### config.mk
export PLATFORM = sky130hd
export DESIGN_NAME = mac_array_v2
export DESIGN_NICKNAME = d
export VERILOG_FILES = /design/src/rtl/mac_array_v2.sv
export SDC_FILE = /design/constraint.sdc
export NUM_CORES = 2
export LEC_CHECK = 0
export ABC_AREA = 1
export CORE_ASPECT_RATIO = 1.1
export CORE_MARGIN = 3
export CORE_UTILIZATION = 55
export DETAILED_ROUTE_END_ITERATION = 16
export PLACE_DENSITY = 0.73
export RECOVER_POWER = 100
export SYNTH_ARGS = -nofsm -noshare
export SYNTH_HDL_FRONTEND = slang
export SYNTH_SLANG_ARGS = --single-unit
### constraint.sdc
create_clock -name clk -period 7.25 [get_ports clk]
set_input_delay 0.725 -clock clk [delete_from_list [all_inputs] [get_ports clk]]
set_output_delay 0.725 -clock clk [all_outputs]
set_load 0.05 [all_outputs]
### src/rtl/mac_array_v2.sv
// mac_array_v2: multi-lane signed multiply-accumulate engine.
// Reduces LANES products per beat into one accumulator, one result per group.
module mac_array_v2 #(
    parameter int DATA_WIDTH = 64,
    parameter int LANES      = 4,
    parameter int ELEM_W     = 16,
    parameter int ACC_W      = 32,
    parameter int CNT_W      = 16,
    parameter bit SAT        = 1'b0
) (
    input  logic                  clk,
    input  logic                  rstn,
    input  logic                  start,
    input  logic [DATA_WIDTH-1:0] weight,
    input  logic [CNT_W-1:0]      nbeat,
    input  logic [CNT_W-1:0]      group,
    input  logic [DATA_WIDTH-1:0] s_axis_tdata,
    input  logic                  s_axis_tvalid,
    output logic                  s_axis_tready,
    output logic [DATA_WIDTH-1:0] m_axis_tdata,
    output logic                  m_axis_tvalid,
    output logic                  m_axis_tlast,
    input  logic                  m_axis_tready,
    output logic                  busy,
    output logic                  done,
    output logic                  overflow
);
    localparam int PW = 2 * ELEM_W + $clog2(LANES);
    localparam int WW = ((ACC_W > PW) ? ACC_W : PW) + 1;
    localparam logic signed [ACC_W-1:0] ACC_MAX = {1'b0, {(ACC_W-1){1'b1}}};
    localparam logic signed [ACC_W-1:0] ACC_MIN = {1'b1, {(ACC_W-1){1'b0}}};

    typedef enum logic [1:0] {S_IDLE, S_RUN, S_DRAIN, S_EMIT} state_t;

    state_t                    r_state;
    state_t                    w_next;
    logic [DATA_WIDTH-1:0]     r_weight;
    logic [CNT_W-1:0]          r_nbeat;
    logic [CNT_W-1:0]          r_group;
    logic [CNT_W-1:0]          r_beat_cnt;
    logic [CNT_W-1:0]          r_grp_cnt;
    logic signed [2*ELEM_W-1:0] r_prod [LANES];
    logic                      r_pv;
    logic                      r_drn;
    logic                      r_done;
    logic                      r_ovf;
    logic                      r_tlast;
    logic signed [ACC_W-1:0]   r_acc;
    logic [DATA_WIDTH-1:0]     r_tdata;

    logic                      w_start_ok;
    logic                      w_accept;
    logic                      w_last_grp;
    logic                      w_last_job;
    logic                      w_more;
    logic                      w_emit_hs;
    logic [CNT_W-1:0]          w_grp_eff;
    logic signed [PW-1:0]      w_sum;
    logic signed [WW-1:0]      w_wide;
    logic signed [ACC_W-1:0]   w_trunc;
    logic signed [ACC_W-1:0]   w_acc_nxt;
    logic                      w_ovf;

    assign w_start_ok = start && (r_state == S_IDLE);
    assign w_accept   = s_axis_tvalid && s_axis_tready;
    assign w_last_grp = r_grp_cnt == (r_group - CNT_W'(1));
    assign w_last_job = r_beat_cnt == (r_nbeat - CNT_W'(1));
    assign w_more     = r_beat_cnt != r_nbeat;
    assign w_emit_hs  = (r_state == S_EMIT) && m_axis_tready;
    assign w_grp_eff  = (group == '0 || group > nbeat) ? nbeat : group;

    always_ff @(posedge clk) begin
        if (!rstn) r_state <= S_IDLE;
        else       r_state <= w_next;
    end

    always_comb begin
        w_next = r_state;
        unique case (r_state)
            S_IDLE:  if (start && nbeat != '0) w_next = S_RUN;
            S_RUN:   if (w_accept && (w_last_grp || w_last_job)) w_next = S_DRAIN;
            S_DRAIN: if (r_drn) w_next = S_EMIT;
            S_EMIT:  if (m_axis_tready) w_next = w_more ? S_RUN : S_IDLE;
            default: w_next = S_IDLE;
        endcase
    end

    always_comb begin
        s_axis_tready = (r_state == S_RUN);
        m_axis_tvalid = (r_state == S_EMIT);
        busy          = (r_state != S_IDLE);
    end

    assign m_axis_tdata = r_tdata;
    assign m_axis_tlast = r_tlast;
    assign done         = r_done;
    assign overflow     = r_ovf;

    // Stage E0: one registered product per lane
    always_ff @(posedge clk) begin
        if (!rstn) begin
            r_pv <= 1'b0;
            for (int i = 0; i < LANES; i++) r_prod[i] <= '0;
        end else begin
            r_pv <= w_accept;
            if (w_accept) begin
                for (int i = 0; i < LANES; i++)
                    r_prod[i] <= $signed(s_axis_tdata[i*ELEM_W +: ELEM_W])
                               * $signed(r_weight[i*ELEM_W +: ELEM_W]);
            end
        end
    end

    always_comb begin
        w_sum = '0;
        for (int i = 0; i < LANES; i++) w_sum = w_sum + PW'(r_prod[i]);
    end

    // Extra headroom bit exposes any signed overflow of the ACC_W result
    always_comb begin
        w_wide  = WW'(r_acc) + WW'(w_sum);
        w_trunc = w_wide[ACC_W-1:0];
        w_ovf   = w_wide != WW'(w_trunc);
        if (SAT && w_ovf) w_acc_nxt = w_wide[WW-1] ? ACC_MIN : ACC_MAX;
        else              w_acc_nxt = w_trunc;
    end

    always_ff @(posedge clk) begin
        if (!rstn) begin
            r_acc <= '0;
            r_ovf <= 1'b0;
        end else begin
            if (w_start_ok || w_emit_hs) r_acc <= '0;
            else if (r_pv)               r_acc <= w_acc_nxt;
            if (w_start_ok)          r_ovf <= 1'b0;
            else if (r_pv && w_ovf)  r_ovf <= 1'b1;
        end
    end

    always_ff @(posedge clk) begin
        if (!rstn) begin
            r_weight   <= '0;
            r_nbeat    <= '0;
            r_group    <= '0;
            r_beat_cnt <= '0;
            r_grp_cnt  <= '0;
            r_drn      <= 1'b0;
            r_done     <= 1'b0;
            r_tdata    <= '0;
            r_tlast    <= 1'b0;
        end else begin
            if (w_start_ok) begin
                r_weight   <= weight;
                r_nbeat    <= nbeat;
                r_group    <= w_grp_eff;
                r_beat_cnt <= '0;
                r_grp_cnt  <= '0;
            end else if (w_accept) begin
                r_beat_cnt <= r_beat_cnt + CNT_W'(1);
                r_grp_cnt  <= w_last_grp ? '0 : r_grp_cnt + CNT_W'(1);
            end
            r_drn  <= (r_state == S_DRAIN) ? ~r_drn : 1'b0;
            r_done <= (w_start_ok && nbeat == '0) || (w_emit_hs && !w_more);
            if (r_state == S_DRAIN && r_drn) begin
                r_tdata <= DATA_WIDTH'(r_acc);
                r_tlast <= !w_more;
            end
        end
    end
endmodule

==> run summary <==
Detailed placement ended at an HPWL of 126 mm. After detailed routing, the met3 layer carries 9.96 mm of wire. The clock period could shrink to 6.74 ns. The congestion estimate from routability-driven global placement came to 0.960. Ranked by total cell area, the synthesized netlist is headed by sky130_fd_sc_hd__fa_1, sky130_fd_sc_hd__inv_1, sky130_fd_sc_hd__nand2_1, sky130_fd_sc_hd__ha_1, sky130_fd_sc_hd__dfxtp_1. Cell internal power was estimated by the tool at 0.0114 W. The setup skew after layout is 0.0319 ns, and the initial antenna violation count is 2. For this run, the detailed router's first-pass iteration total came to 6. Counting flops with an async set or reset pin after synthesis yields a share of 0%. Topmost layer with routed signal wires: met4.

The count of buffers added on input and output ports is 234. The tools report the distinct cell type count after synthesis as 53. Overall fraction of global-route tracks in use: 28.3%.

STA classifies the critical path startpoint as an input port. The clock network is responsible for 7.5% of the overall power. The tools report the total setup buffers inserted after CTS as 0.

Setup violations remaining at the end of the flow were counted as 0. Counting the buffers created by CTS gives 40. Yosys mapped a number of flops with a built-in enable equal to 128. The final reports fail on capacitance limit, slew limit.

Wires add up to 150 mm. The per-instance average area after synthesis came out at 8.17 sq um. In this run, post-CTS repair resized a total of 0 instances. After detailed routing, the number of remaining DRC violations is 0.

Number of hold violations in the final report: 0. Clock-pin slew was measured on the worst setup and hold paths at 0.06 ns. The final critical-path share of the clock period was 93.0%. Path class of the lowest-slack min-delay path: flop to flop. The post-detailed-route via-to-cell ratio came out at 5.27. The logs give 0 for the count of antenna-violating nets left after detailed routing and 0 for the number of warnings reported in the yosys synthesis log.

The run finished, with violations left. The maximum buffer depth of the clock tree came out at 3. Once layout is complete, the utilization of the core stands at 60.5%. Summed over all nets, wire length on met2 after detailed routing comes to 73.5 mm. The leakage power is 35.4 nW, and the sum of routed wire segments on met1 is 60.1 mm. The worst slew slack as a fraction of its limit is -110%. Buffer cell driving the clock tree root: sky130_fd_sc_hd__clkbuf_16. The routed length per placed instance came out at 17.4 um.

The via count of the first global-routing pass was 48.2k; the layout net count was 8903. Cell taking the most area after synthesis: sky130_fd_sc_hd__fa_1. Based on the critical path, the design can be clocked at up to 0.148 GHz. The run gives 8816 as the net count after synthesis. For this block, the initial DRC count from the detailed router was 3214. TritonCTS built the clock tree. Relative to the synthesized area, the layout overhead comes to 8.51%. The maximum fanout encountered on the critical timing path was 37; the floorplan row count was 124.

Combinational logic is responsible for 81.8% of the overall power. The floorplan step defined a die boundary enclosing 110000 sq um. The most used flip-flop cell after synthesis is sky130_fd_sc_hd__dfxtp_1. After technology mapping, the gate count stands at 7117.

Across all layers, the routed design uses 45.4k vias. For the sequential share of power, the log shows 10.6%. The reg2reg setup slack was 0.75 ns; the switching component of the power was 0.0154 W. The H-tree depth is 2, and the total power density per cell area is 424 nW/um^2.

For the worst-skew pair, the clock arrives at the later sink with an insertion delay of 0.59 ns. The run gives 7.70 ns as the required time of the worst setup path. Type of the worst setup path: input port to flop.

From bottom edge to top edge, the die measures 347 um. The run gives 315 as the number of pins with negative max-slew slack in the final report. The fraction of power spent switching nets was 57.4%. Across the run, the number of max-cap violations was 8. In this run the biggest area consumer among cell types represents 39.4% of the synthesized area. Share of synthesized area occupied by flip-flops and latches: 13.5%.

In the layout the commonest cells are sky130_fd_sc_hd__inv_1, sky130_fd_sc_hd__nand2_1, sky130_fd_sc_hd__fa_1. In this run the horizontal extent of the chip is 316 um. The post-route netlist has 3.19% of its cells at a drive strength greater than 1. The worst setup path is captured at a flop. The total area inside the core boundary comes to 104000 sq um. Counting every sink on the clock net gives 327.

Setup repair after global routing left no endpoint under its margin. The first global-routing pass estimated 248 mm of wire. The worst-case IR drop observed on VDD is 0.395 mV. Entering global routing, the biggest net connects 59 pins.

At the pin with the least slew margin, the transition time is 3.15 ns. The synthesized design contains 327 register bits. Most frequent standard cell in the layout excluding fill and tap cells: sky130_fd_sc_hd__inv_1.

Number of hold buffers added after cts: 0. The number of top-level design ports is 235, and the endpoint arrival time on the critical path is 7.19 ns. The total overflow left after global routing is 0. The synthesized netlist occupies a cell area of 58200 sq um.

Setup total negative slack on the finished layout was measured at 0 ns. Starting utilization of the core area: 55.7%.
[through the flow]
| step | power, W | instance area, sq um | cells | setup WS (ns) | hold slack [ns] |
|---|---|---|---|---|---|
| 6_report | 0.0268 | 63100 | 8621 | 0.506 | 0.454 |
| 5_1_grt | 0.0302 | 63100 | 8620 | 0.132 | 0.490 |
| 4_1_cts | 0.0270 | 63200 | 8620 | 0.681 | 0.454 |
| 3_5_place_dp | 0.0248 | 61900 | 8548 | 0.0711 | 0.446 |
| 3_3_place_gp | 0.0244 | 61900 | 8548 | 0.235 | 0.431 |
| 2_1_floorplan | 0.0188 | 58200 | 7117 | 1.14 | 0.422 |
[state kept, by name, summed over array words and instances (netlist names), 2 cells and up]
register      count
r_nbeat          16
r_grp_cnt        16
r_group          16
m_axis_tdata     32
r_state           2
r_acc            32
r_prod          128
r_beat_cnt       16
r_weight         64
[worst paths after layout]
check                                               start                           to  cells after the start
worst min register to register           r_drn$_SDFF_PN0_             r_drn$_SDFF_PN0_                      1
worst max register to register  r_weight[35]$_SDFFE_PN0P_  r_prod[2][29]$_SDFFCE_PN0P_                     21
worst min-delay path                     r_drn$_SDFF_PN0_             r_drn$_SDFF_PN0_                      1
worst max-delay path                                 rstn    r_weight[31]$_SDFFE_PN0P_                      7
[worst max-delay path, cell delays in order]
cell and delay (ns):
sky130_fd_sc_hd__dlygate4sd3_1 0.52, sky130_fd_sc_hd__clkbuf_1 1.21, sky130_fd_sc_hd__inv_1 0.45, sky130_fd_sc_hd__nor2_1 2.17
sky130_fd_sc_hd__inv_1 0.91, sky130_fd_sc_hd__clkbuf_2 0.70, sky130_fd_sc_hd__o21ai_0 0.44
[cell usage after synthesis (12+ instances only)]
master,instances
sky130_fd_sc_hd__inv_1,1966
sky130_fd_sc_hd__nand2_1,1525
sky130_fd_sc_hd__fa_1,1146
sky130_fd_sc_hd__ha_1,388
sky130_fd_sc_hd__a21oi_1,315
sky130_fd_sc_hd__nor2_1,303
sky130_fd_sc_hd__clkbuf_1,277
sky130_fd_sc_hd__dfxtp_1,199
sky130_fd_sc_hd__o21ai_0,199
sky130_fd_sc_hd__edfxtp_1,128
sky130_fd_sc_hd__nand3_1,127
sky130_fd_sc_hd__xor2_1,67
sky130_fd_sc_hd__xnor2_1,59
sky130_fd_sc_hd__a22o_1,56
sky130_fd_sc_hd__o21a_1,41
sky130_fd_sc_hd__nand4_1,36
sky130_fd_sc_hd__nor3_1,34
sky130_fd_sc_hd__buf_4,32
sky130_fd_sc_hd__o21bai_1,25
sky130_fd_sc_hd__a21o_1,18
sky130_fd_sc_hd__a31oi_1,18
sky130_fd_sc_hd__nand3b_1,18
sky130_fd_sc_hd__or2_2,18
sky130_fd_sc_hd__nor2_2,16
sky130_fd_sc_hd__nor4_1,12
sky130_fd_sc_hd__o22ai_1,12
[power groups by stage]
stage	sequential, W	clock [W]	combinational, W
2_1_floorplan	0.00252	0	0.0163
3_3_place_gp	0.00287	0	0.0215
3_5_place_dp	0.00286	0	0.0219
4_1_cts	0.00283	0.00206	0.0221
5_1_grt	0.00289	0.00213	0.0252
6_report	0.00285	0.00202	0.0219
[layout make-up]
class | count | area (sq um)
well taps | 1386 | 1730
clock inverters | 26 | 239
repair buffers | 368 | 3290
multi-input cells | 4499 | 41600
diodes | 1 | 2.50
clock buffers | 46 | 1040
flip-flops and latches | 327 | 7830
inverters | 1968 | 7390
fillers | 9186 | 41300
[metal layers]
layer | vias up | global-route usage [%]
li1 | 21052 | -
met1 | 22496 | 37.4
met2 | 1528 | 48.1
met3 | 373 | 3.24
met4 | 0 | 10.7
met5 | - | 0
[kinds of logic (layout without fill, tap and decap cells)]
family	after synthesis	after routing	synth area share, %
AO/OA/AOI/OAI	724	724	7.19
XOR/XNOR	126	126	1.90
adder cells (fa/ha/maj)	1534	1534	47.8
buffers and inverters	2291	2408	15.0
flip-flops	327	327	13.5
other	0	1	0
AND/OR/NAND/NOR	2115	2115	14.7
No activity file was read; power rests on OpenSTA's default activity.
